==> src/rtl/sram_bus_master_pkg.sv <==
// Shared types and defaults for the SRAM bus master: FSM encodings, window defaults, strobe bundle.
package sram_bus_master_pkg;

    typedef enum logic [2:0] {
        ST_IDLE  = 3'd0,
        ST_ISSUE = 3'd1,
        ST_WAIT  = 3'd2,
        ST_RESP  = 3'd3,
        ST_ERR   = 3'd4
    } state_t;

    localparam logic [31:0] DEF_BASE_ADDR = 32'h8000_0000;
    localparam int unsigned DEF_ADDR_W    = 20;
    localparam int unsigned RD_LAT_MAX    = 4;
    localparam int unsigned LAT_CNT_W     = $clog2(RD_LAT_MAX);

    typedef struct packed {
        logic       ce_n;
        logic       we_n;
        logic [3:0] be_n;
    } mem_cmd_t;

    localparam mem_cmd_t MEM_CMD_IDLE = '{ce_n: 1'b1, we_n: 1'b1, be_n: 4'hF};

endpackage

==> src/rtl/sram_bus_master_lat_cnt.sv <==
// Loadable down-counter; zero_c marks the cycle in which read data is to be captured.
module sram_lat_cnt
    import sram_bus_master_pkg::*;
#(
    parameter int unsigned W = LAT_CNT_W
) (
    input  logic         clk,
    input  logic         rst,
    input  logic         load,
    input  logic [W-1:0] load_val,
    input  logic         en,
    output logic         zero_c
);

    logic [W-1:0] cnt_q;

    always_ff @(posedge clk or negedge rst) begin
        if (!rst) begin
            cnt_q <= '0;
        end else if (load) begin
            cnt_q <= load_val;
        end else if (en && (cnt_q != '0)) begin
            cnt_q <= cnt_q - W'(1);
        end
    end

    assign zero_c = en & (cnt_q == '0);

endmodule

==> src/rtl/sram_bus_master.sv <==
// Initiator for the SRAM-style memory port: window check, single access strobe, one-cycle response.
// Define SRAM_POSTED_WRITE_EN to return write responses in the strobe cycle.
module sram_bus_master
    import sram_bus_master_pkg::*;
#(
    parameter logic [31:0] BASE_ADDR = DEF_BASE_ADDR,
    parameter int unsigned ADDR_W    = DEF_ADDR_W,
    parameter int unsigned RD_LAT    = 1
) (
    input  logic              clk,
    input  logic              rst,
    input  logic              req_valid,
    output logic              req_ready,
    input  logic              req_we,
    input  logic [31:0]       req_addr,
    input  logic [3:0]        req_be,
    input  logic [31:0]       req_wdata,
    output logic              resp_valid,
    output logic [31:0]       resp_rdata,
    output logic              resp_err,
    output logic [ADDR_W-1:0] mem_addr,
    output logic [31:0]       mem_wdata,
    output logic              mem_ce_n,
    output logic              mem_we_n,
    output logic [3:0]        mem_be_n,
    input  logic [31:0]       mem_rdata
);

    localparam int unsigned         TAG_LSB  = ADDR_W + 2;
    localparam logic [LAT_CNT_W-1:0] LAT_LOAD = LAT_CNT_W'(RD_LAT - 1);

    state_t            state_q, state_d;
    logic              we_q, we_d;
    mem_cmd_t          cmd_d;
    logic              resp_valid_d, resp_err_d;
    logic [31:0]       resp_rdata_d, mem_wdata_d;
    logic [ADDR_W-1:0] mem_addr_d;
    logic              accept_c, hit_c, strobe_c, cap_c;
    logic              unused_addr_lsb;

    assign req_ready       = (state_q == ST_IDLE) & rst;
    assign accept_c        = req_valid & req_ready;
    assign hit_c           = (req_addr[31:TAG_LSB] == BASE_ADDR[31:TAG_LSB]);
    assign strobe_c        = ~req_we | (req_be != 4'h0);
    assign unused_addr_lsb = ^req_addr[1:0];

    sram_lat_cnt #(.W(LAT_CNT_W)) u_lat_cnt (
        .clk      (clk),
        .rst      (rst),
        .load     ((state_q == ST_ISSUE) & ~we_q),
        .load_val (LAT_LOAD),
        .en       (state_q == ST_WAIT),
        .zero_c   (cap_c)
    );

    always_ff @(posedge clk or negedge rst) begin
        if (!rst) begin
            state_q <= ST_IDLE;
        end else begin
            state_q <= state_d;
        end
    end

    always_comb begin
        state_d = state_q;
        case (state_q)
            ST_IDLE:  if (accept_c) state_d = hit_c ? ST_ISSUE : ST_ERR;
`ifdef SRAM_POSTED_WRITE_EN
            ST_ISSUE: state_d = we_q ? ST_IDLE : ST_WAIT;
`else
            ST_ISSUE: state_d = we_q ? ST_RESP : ST_WAIT;
`endif
            ST_WAIT:  if (cap_c) state_d = ST_RESP;
            ST_RESP:  state_d = ST_IDLE;
            ST_ERR:   state_d = ST_IDLE;
            default:  state_d = ST_IDLE;
        endcase
    end

    // Next values of the registered outputs; they take effect in the cycle after the edge.
    always_comb begin
        cmd_d        = MEM_CMD_IDLE;
        resp_valid_d = 1'b0;
        resp_err_d   = 1'b0;
        resp_rdata_d = '0;
        mem_addr_d   = mem_addr;
        mem_wdata_d  = mem_wdata;
        we_d         = we_q;
        case (state_q)
            ST_IDLE: begin
                if (accept_c && hit_c) begin
                    mem_addr_d  = req_addr[TAG_LSB-1:2];
                    mem_wdata_d = req_wdata;
                    we_d        = req_we;
                    cmd_d.ce_n  = ~strobe_c;
                    cmd_d.we_n  = ~(req_we & strobe_c);
                    cmd_d.be_n  = req_we ? ~req_be : 4'h0;
`ifdef SRAM_POSTED_WRITE_EN
                    resp_valid_d = req_we;
`else
                    resp_valid_d = 1'b0;
`endif
                end else if (accept_c) begin
                    resp_valid_d = 1'b1;
                    resp_err_d   = 1'b1;
                end
            end
            ST_ISSUE: begin
`ifdef SRAM_POSTED_WRITE_EN
                resp_valid_d = 1'b0;
`else
                resp_valid_d = we_q;
`endif
            end
            ST_WAIT: begin
                if (cap_c) begin
                    resp_valid_d = 1'b1;
                    resp_rdata_d = mem_rdata;
                end
            end
            default: ;
        endcase
    end

    always_ff @(posedge clk or negedge rst) begin
        if (!rst) begin
            we_q       <= 1'b0;
            mem_ce_n   <= 1'b1;
            mem_we_n   <= 1'b1;
            mem_be_n   <= 4'hF;
            mem_addr   <= '0;
            mem_wdata  <= '0;
            resp_valid <= 1'b0;
            resp_rdata <= '0;
            resp_err   <= 1'b0;
        end else begin
            we_q       <= we_d;
            mem_ce_n   <= cmd_d.ce_n;
            mem_we_n   <= cmd_d.we_n;
            mem_be_n   <= cmd_d.be_n;
            mem_addr   <= mem_addr_d;
            mem_wdata  <= mem_wdata_d;
            resp_valid <= resp_valid_d;
            resp_rdata <= resp_rdata_d;
            resp_err   <= resp_err_d;
        end
    end

endmodule

==> config.mk <==
export PLATFORM = sky130hd
export DESIGN_NAME = sram_bus_master
export DESIGN_NICKNAME = d
export VERILOG_FILES = /design/src/rtl/sram_bus_master_pkg.sv /design/src/rtl/sram_bus_master_lat_cnt.sv /design/src/rtl/sram_bus_master.sv
export SDC_FILE = /design/constraint.sdc
export NUM_CORES = 1
export LEC_CHECK = 0
export ABC_CLOCK_PERIOD_IN_PS = 2700
export CAP_MARGIN = 20
export CORE_MARGIN = 5
export CORE_UTILIZATION = 40
export CTS_BUF_LIST = sky130_fd_sc_hd__clkbuf_8
export DETAILED_ROUTE_END_ITERATION = 12
export PLACE_DENSITY = 0.82
export SLEW_MARGIN = 5
export SYNTH_ARGS = -nofsm -noshare
export SYNTH_HDL_FRONTEND = slang
export SYNTH_HIERARCHICAL = 1
export SYNTH_SLANG_ARGS = --single-unit
==> constraint.sdc <==
create_clock -name clk -period 2.7 [get_ports clk]
set_input_delay 0.54 -clock clk [delete_from_list [all_inputs] [get_ports clk]]
set_output_delay 0.54 -clock clk [all_outputs]
set_load 0.02 [all_outputs]
After elaboration in Yosys (flattened, before gate mapping)

Cells that the tools add are included.

Register bits: 98
Bits of input ports: 104
Output and inout port bits: 93
Word-level logic and storage cells: 54

$add $sub $neg: 1
Equality and inequality tests: 5
Multiplexer cells: 17
Bitwise operators: 11
Reductions and logical operators: 9

Operators by type and width:

| cell                                                 | count |
|---|---|
| 2-to-1 mux 32 bit                                    | 2 |
| 2-to-1 mux 6 bit                                     | 2 |
| equality test 10 bit (second input constant)         | 1 |
| 2-to-1 mux 3 bit                                     | 3 |
| one-hot mux 3 bit (3 select lines)                   | 1 |
| bitwise AND 1 bit                                    | 5 |
| 2-to-1 mux 1 bit                                     | 5 |
| 2-to-1 mux 2 bit                                     | 2 |
| 2-to-1 mux 4 bit                                     | 1 |
| inequality test 2 bit (second input constant)        | 2 |
| inverter 1 bit                                       | 4 |
| inverter 4 bit                                       | 1 |
| AND reduction 2 bit                                  | 2 |
| nonzero test 2 bit                                   | 2 |
| nonzero test 4 bit                                   | 1 |
| equality test 3 x 1 -> 1 bit (second input constant) | 1 |
| equality test 3 x 2 -> 1 bit (second input constant) | 1 |
| zero test 3 bit                                      | 1 |
| one-hot mux 1 bit (3 select lines)                   | 1 |
| logical AND 1 bit                                    | 2 |
| zero test 2 bit                                      | 1 |
| subtractor 2 x 1 -> 2 bit (second input constant)    | 1 |
| bitwise OR 1 bit                                     | 1 |

Longest topological paths before layout

Depth in word-level cells: 6
Depth in mapped cells: 7
Mapped depth without buffers: 6

Cells and area by module

The synthesis kept the hierarchy.

By module, submodules not included:

| module          | times used | cells each | area each (sq um) | seq. area each (sq um) |
|---|---|---|---|---|
| sram_bus_master | 1          | 226        | 3488.3            | 2409.8 |
| sram_lat_cnt    | 1          | 14         | 142.6             | 50.0 |

Worst setup path after synthesis

No wires, ideal clock.

Kind: input to register
From: input port req_addr[27]
To: register mem_addr[0]
Library setup time: 0.128 ns
Data arrival time: 2.228 ns
Required time: 2.572 ns
Setup slack: 0.344 ns
Stages on the path: 5
Buffers on the path: 2
Cell sequence: or4_1 -> clkbuf_1 -> nor4_4 -> buf_2 -> mux2_1

Cells in the longest elaborated chain, start to end: 3

Ends and longest elaborated chain:

| element                       | RTL line               | text |
|---|---|---|
| start: declaration            | sram_bus_master.sv:15  | `input logic [31:0] req_addr,` |
| equality test 10 bit          | sram_bus_master.sv:43  | `assign hit_c = (req_addr[31:TAG_LSB] == BASE_ADDR[31:TAG_LSB]);` |
| logical AND 1 bit             | sram_bus_master.sv:91  | `if (accept_c && hit_c) begin` |
| AND reduction 2 bit (no line) | n/a                    |  |
| end signal: assignment        | sram_bus_master.sv:141 | `mem_addr <= mem_addr_d;` |
| end: declaration              | sram_bus_master.sv:21  | `output logic [ADDR_W-1:0] mem_addr,` |

Every way passes these cells.
A chain may end at the register's enable or synchronous reset.

Worst setup path in the final report

From: register state_q[2]
To: output port req_ready

Cells in the longest elaborated chain, start to end: 2

Ends and longest elaborated chain:

| element                  | RTL line              | text |
|---|---|---|
| start: declaration       | sram_bus_master.sv:32 | `state_t state_q, state_d;` |
| start signal: assignment | sram_bus_master.sv:60 | `state_q <= state_d;` |
| zero test 3 bit          | sram_bus_master.sv:41 | `assign req_ready = (state_q == ST_IDLE) & rst;` |
| bitwise AND 1 bit        | sram_bus_master.sv:41 |  |
| end: declaration         | sram_bus_master.sv:13 | `output logic req_ready,` |

Every way passes these cells.

==> impl_metrics.csv <==
group,metric,value,unit
yosys,ys_types,35,
cts,cts_sinks,98,
floorplan,die_x,105,µm
yosys,yosys.area.top_type,"dfrtp_1",
timing,final.setup_skew,0.0147,ns
cts,path_clk_slew,0.09,ns
floorplan,pin_count,197,
place,dp.cells,541,
grt,grt_pass1_wl,14.9,mm
timing,setup-tns-final,0,ns
floorplan,fp.dieH,105,µm
final_layout,multi_input_area,1110,µm²
cts,hold_buffers,0,
grt,grt_max_degree,59,
power_and_ir_drop,pwr_density_cell,479,nW/µm²
drt,drc,0,
yosys,synth.ff_latch_count,98,
final_layout,register_area,2460,µm²
critical_path,path_class,"flop to output port",
drt,via_count,2630,
worst_hold_path,hold_class,"input port to async pin",
cts,ctsHtreeMaxLevel,3,
grt,grt-ovfl-total,0,
critical_path,path_delay_family,"simple AND/OR/NAND/NOR gates",
place,dp_slack,-0.128,ns
critical_path,timing.critical_path.fanout_max,7,
drt,dr.first_iter.drc_count,89,
yosys,avgSynthCellArea,15.1,µm²
drt,routed_wl,9.36,mm
cts,cts_made_buffers,9,
final_layout,diodes,0,
timing,timing.final.crit_share,0.908,
grt,first_global_vias,2809,
critical_path,worst_setup_path_start_kind,"flop",
power_and_ir_drop,peakVddDrop,0.338,mV
cts,cts_tree,"done",
power_and_ir_drop,p_leak,0.00278,µW
yosys,syn_area,3630,µm²
floorplan,row_count,34,
grt,grtUsageTotal,0.167,
floorplan,core_area,8760,µm²
cts,clockBufferDepth,2,
final_layout,nNetsFinal,549,
flow_run,max_cap_viol_count,0,
grt,antenna_found_initial,0,
timing,relSlewSlack,0.516,
timing,worst_slack,0.247,ns
critical_path,critical_path_buf_inv_count,2,
critical_path,cp-end-kind,"output port",
final_layout,final_common_cell,"clkdlybuf4s50_1",
timing,min_period,2.45,ns
yosys,ys_seq_area_frac,0.677,
place,gp_congestion,0.702,
yosys,async_flop_share,1.00,
critical_path,cpMaxStageDelayCell,"or4b_1",
status,status,"completed",
timing,hold_viol,0,
yosys,postSynthCellCount,240,
cts,cts-root-buf,"clkbuf_8",
critical_path,cpPeakStageDelay,0.64,ns
timing,maxSlewViolCount,0,
final_layout,fin_cells,557,
yosys,synth_area_leaders,"dfrtp_1 63%, mux2_1 16%, and2_1 5.5%",
final_layout,n_fill_cell,653,
critical_path,timing.critical_path.from,"state_q[2]",
timing,setup_viol,0,
yosys,synth_edf_count,0,
drt,antenna_left,0,
drt,drt-pass1-iter-count,4,
place,port_buffers,194,
final_layout,drive_above_1_share,0.0869,
floorplan,start_util,0.414,
timing,tightestPinTransition,0.726,ns
critical_path,worstPathArrival,1.91,ns
timing,fmax,408,MHz
drt,post_drt_wl_per_cell,16.8,µm
final_layout,layout_common_cells,"192 x clkdlybuf4s50_1, 92 x dfrtp_1, 50 x mux2_1, 32 x and2_1, 10 x clkbuf_8",
critical_path,cp_data_required_time,2.16,ns
timing,rsz0062_at_grt,"false",
critical_path,path_cells,"or4b_1 > inv_1 > dlygate4sd2_1",
final_layout,area_growth,63.6,%
yosys,yosys_warnings,6,
critical_path,rr_startpoint,"state_q[2]",
yosys,synth_top_area_frac,0.634,
place,place_hpwl,7.43,mm
floorplan,die_area,11100,µm²
drt,via_per_inst,4.72,
yosys,synth_flop_cell,"dfrtp_1",
cts,clock_latency,0.34,ns
[synth_stat cells, drive strengths merged, types with 2 or more instances]
master,n
clkbuf,5
or4b,3
mux2,53
nor2,2
dfrtp,92
nor2b,2
and2,33
o21ai,5
o311a,2
inv,5
nand2,2
buf,5
or4,4
a21oi,2
nand3b,2
dfstp,6
nor4,2
[power breakdown]
part | internal (µW) | switching [µW]
combinational | 223 | 147
sequential | 1500 | 23.7
clock | 458 | 488
total | 2190 | 660
[area by class of cell]
| type | count | share of cell area |
|---|---|---|
| flip-flops and latches | 98 | 0.414 |
| repair buffers | 202 | 0.339 |
| multi-input cells | 128 | 0.187 |
| clock buffers | 10 | 0.0232 |
| well taps | 108 | 0.0228 |
| clock inverters | 6 | 0.0110 |
| inverters | 5 | 0.00316 |
[worst paths after layout]
| kind | to | slack [ns] | cells past startpoint |
|---|---|---|---|
| worst max-delay path | req_ready | 0.25 | 3 |
| worst min-delay path | state_q[1] | 0.28 | 2 |
| worst max register to register | mem_addr[3] | 0.46 | 4 |
| worst min register to register | mem_wdata[2] | 0.49 | 1 |
| max in group asynchronous | resp_rdata[14] | 1.29 | 3 |
| min in group clk | mem_wdata[2] | 0.49 | 1 |
[flip-flops by register name, summed over array words and instances (netlist names)]
signal and count:
mem_wdata 32, mem_be_n 4, mem_ce_n 1, resp_rdata 32
we_q 1, u_lat_cnt/cnt_q 2, mem_addr 20, resp_valid 1
state_q 3, mem_we_n 1, resp_err 1
[routing by layer]
metal / part of all wire / vias up / global-route usage
met5: 0 / - / 0
met4: 0.010 / 0 / 0.0420
met3: 0.11 / 8 / 0.0733
met2: 0.49 / 128 / 0.286
met1: 0.38 / 1264 / 0.193
li1: - / 1230 / -
[kinds of logic (layout without fill, tap and decap cells)]
group           count (synthesis)  count (layout)  synth area share
mux                            53              53             0.164
other cells                     1               2           0.00103
compound gates                 16              16            0.0320
fa+ha+maj                       1               1           0.00345
flops                          98              98             0.677
simple gates                   56              56             0.104
buf+inv                        15             223            0.0172
[what timing repair did]
action,4_1_cts,5_1_grt
setup buffers,0,0
endpoints found under the setup margin,1,0
resized for setup,1,0
[stage by stage]
stage                     power (µW)   util  hold WS, ns  area (µm²)
after floorplan                 1690      -        0.244        3630
after global placement          1920  0.655        0.466        5740
after detailed placement        1940  0.655        0.474        5740
after CTS                       2890  0.678        0.273        5940
after global routing            3000  0.678        0.307        5940
final                           2850  0.678        0.276        5940
No activity file was read; power rests on OpenSTA's default activity.
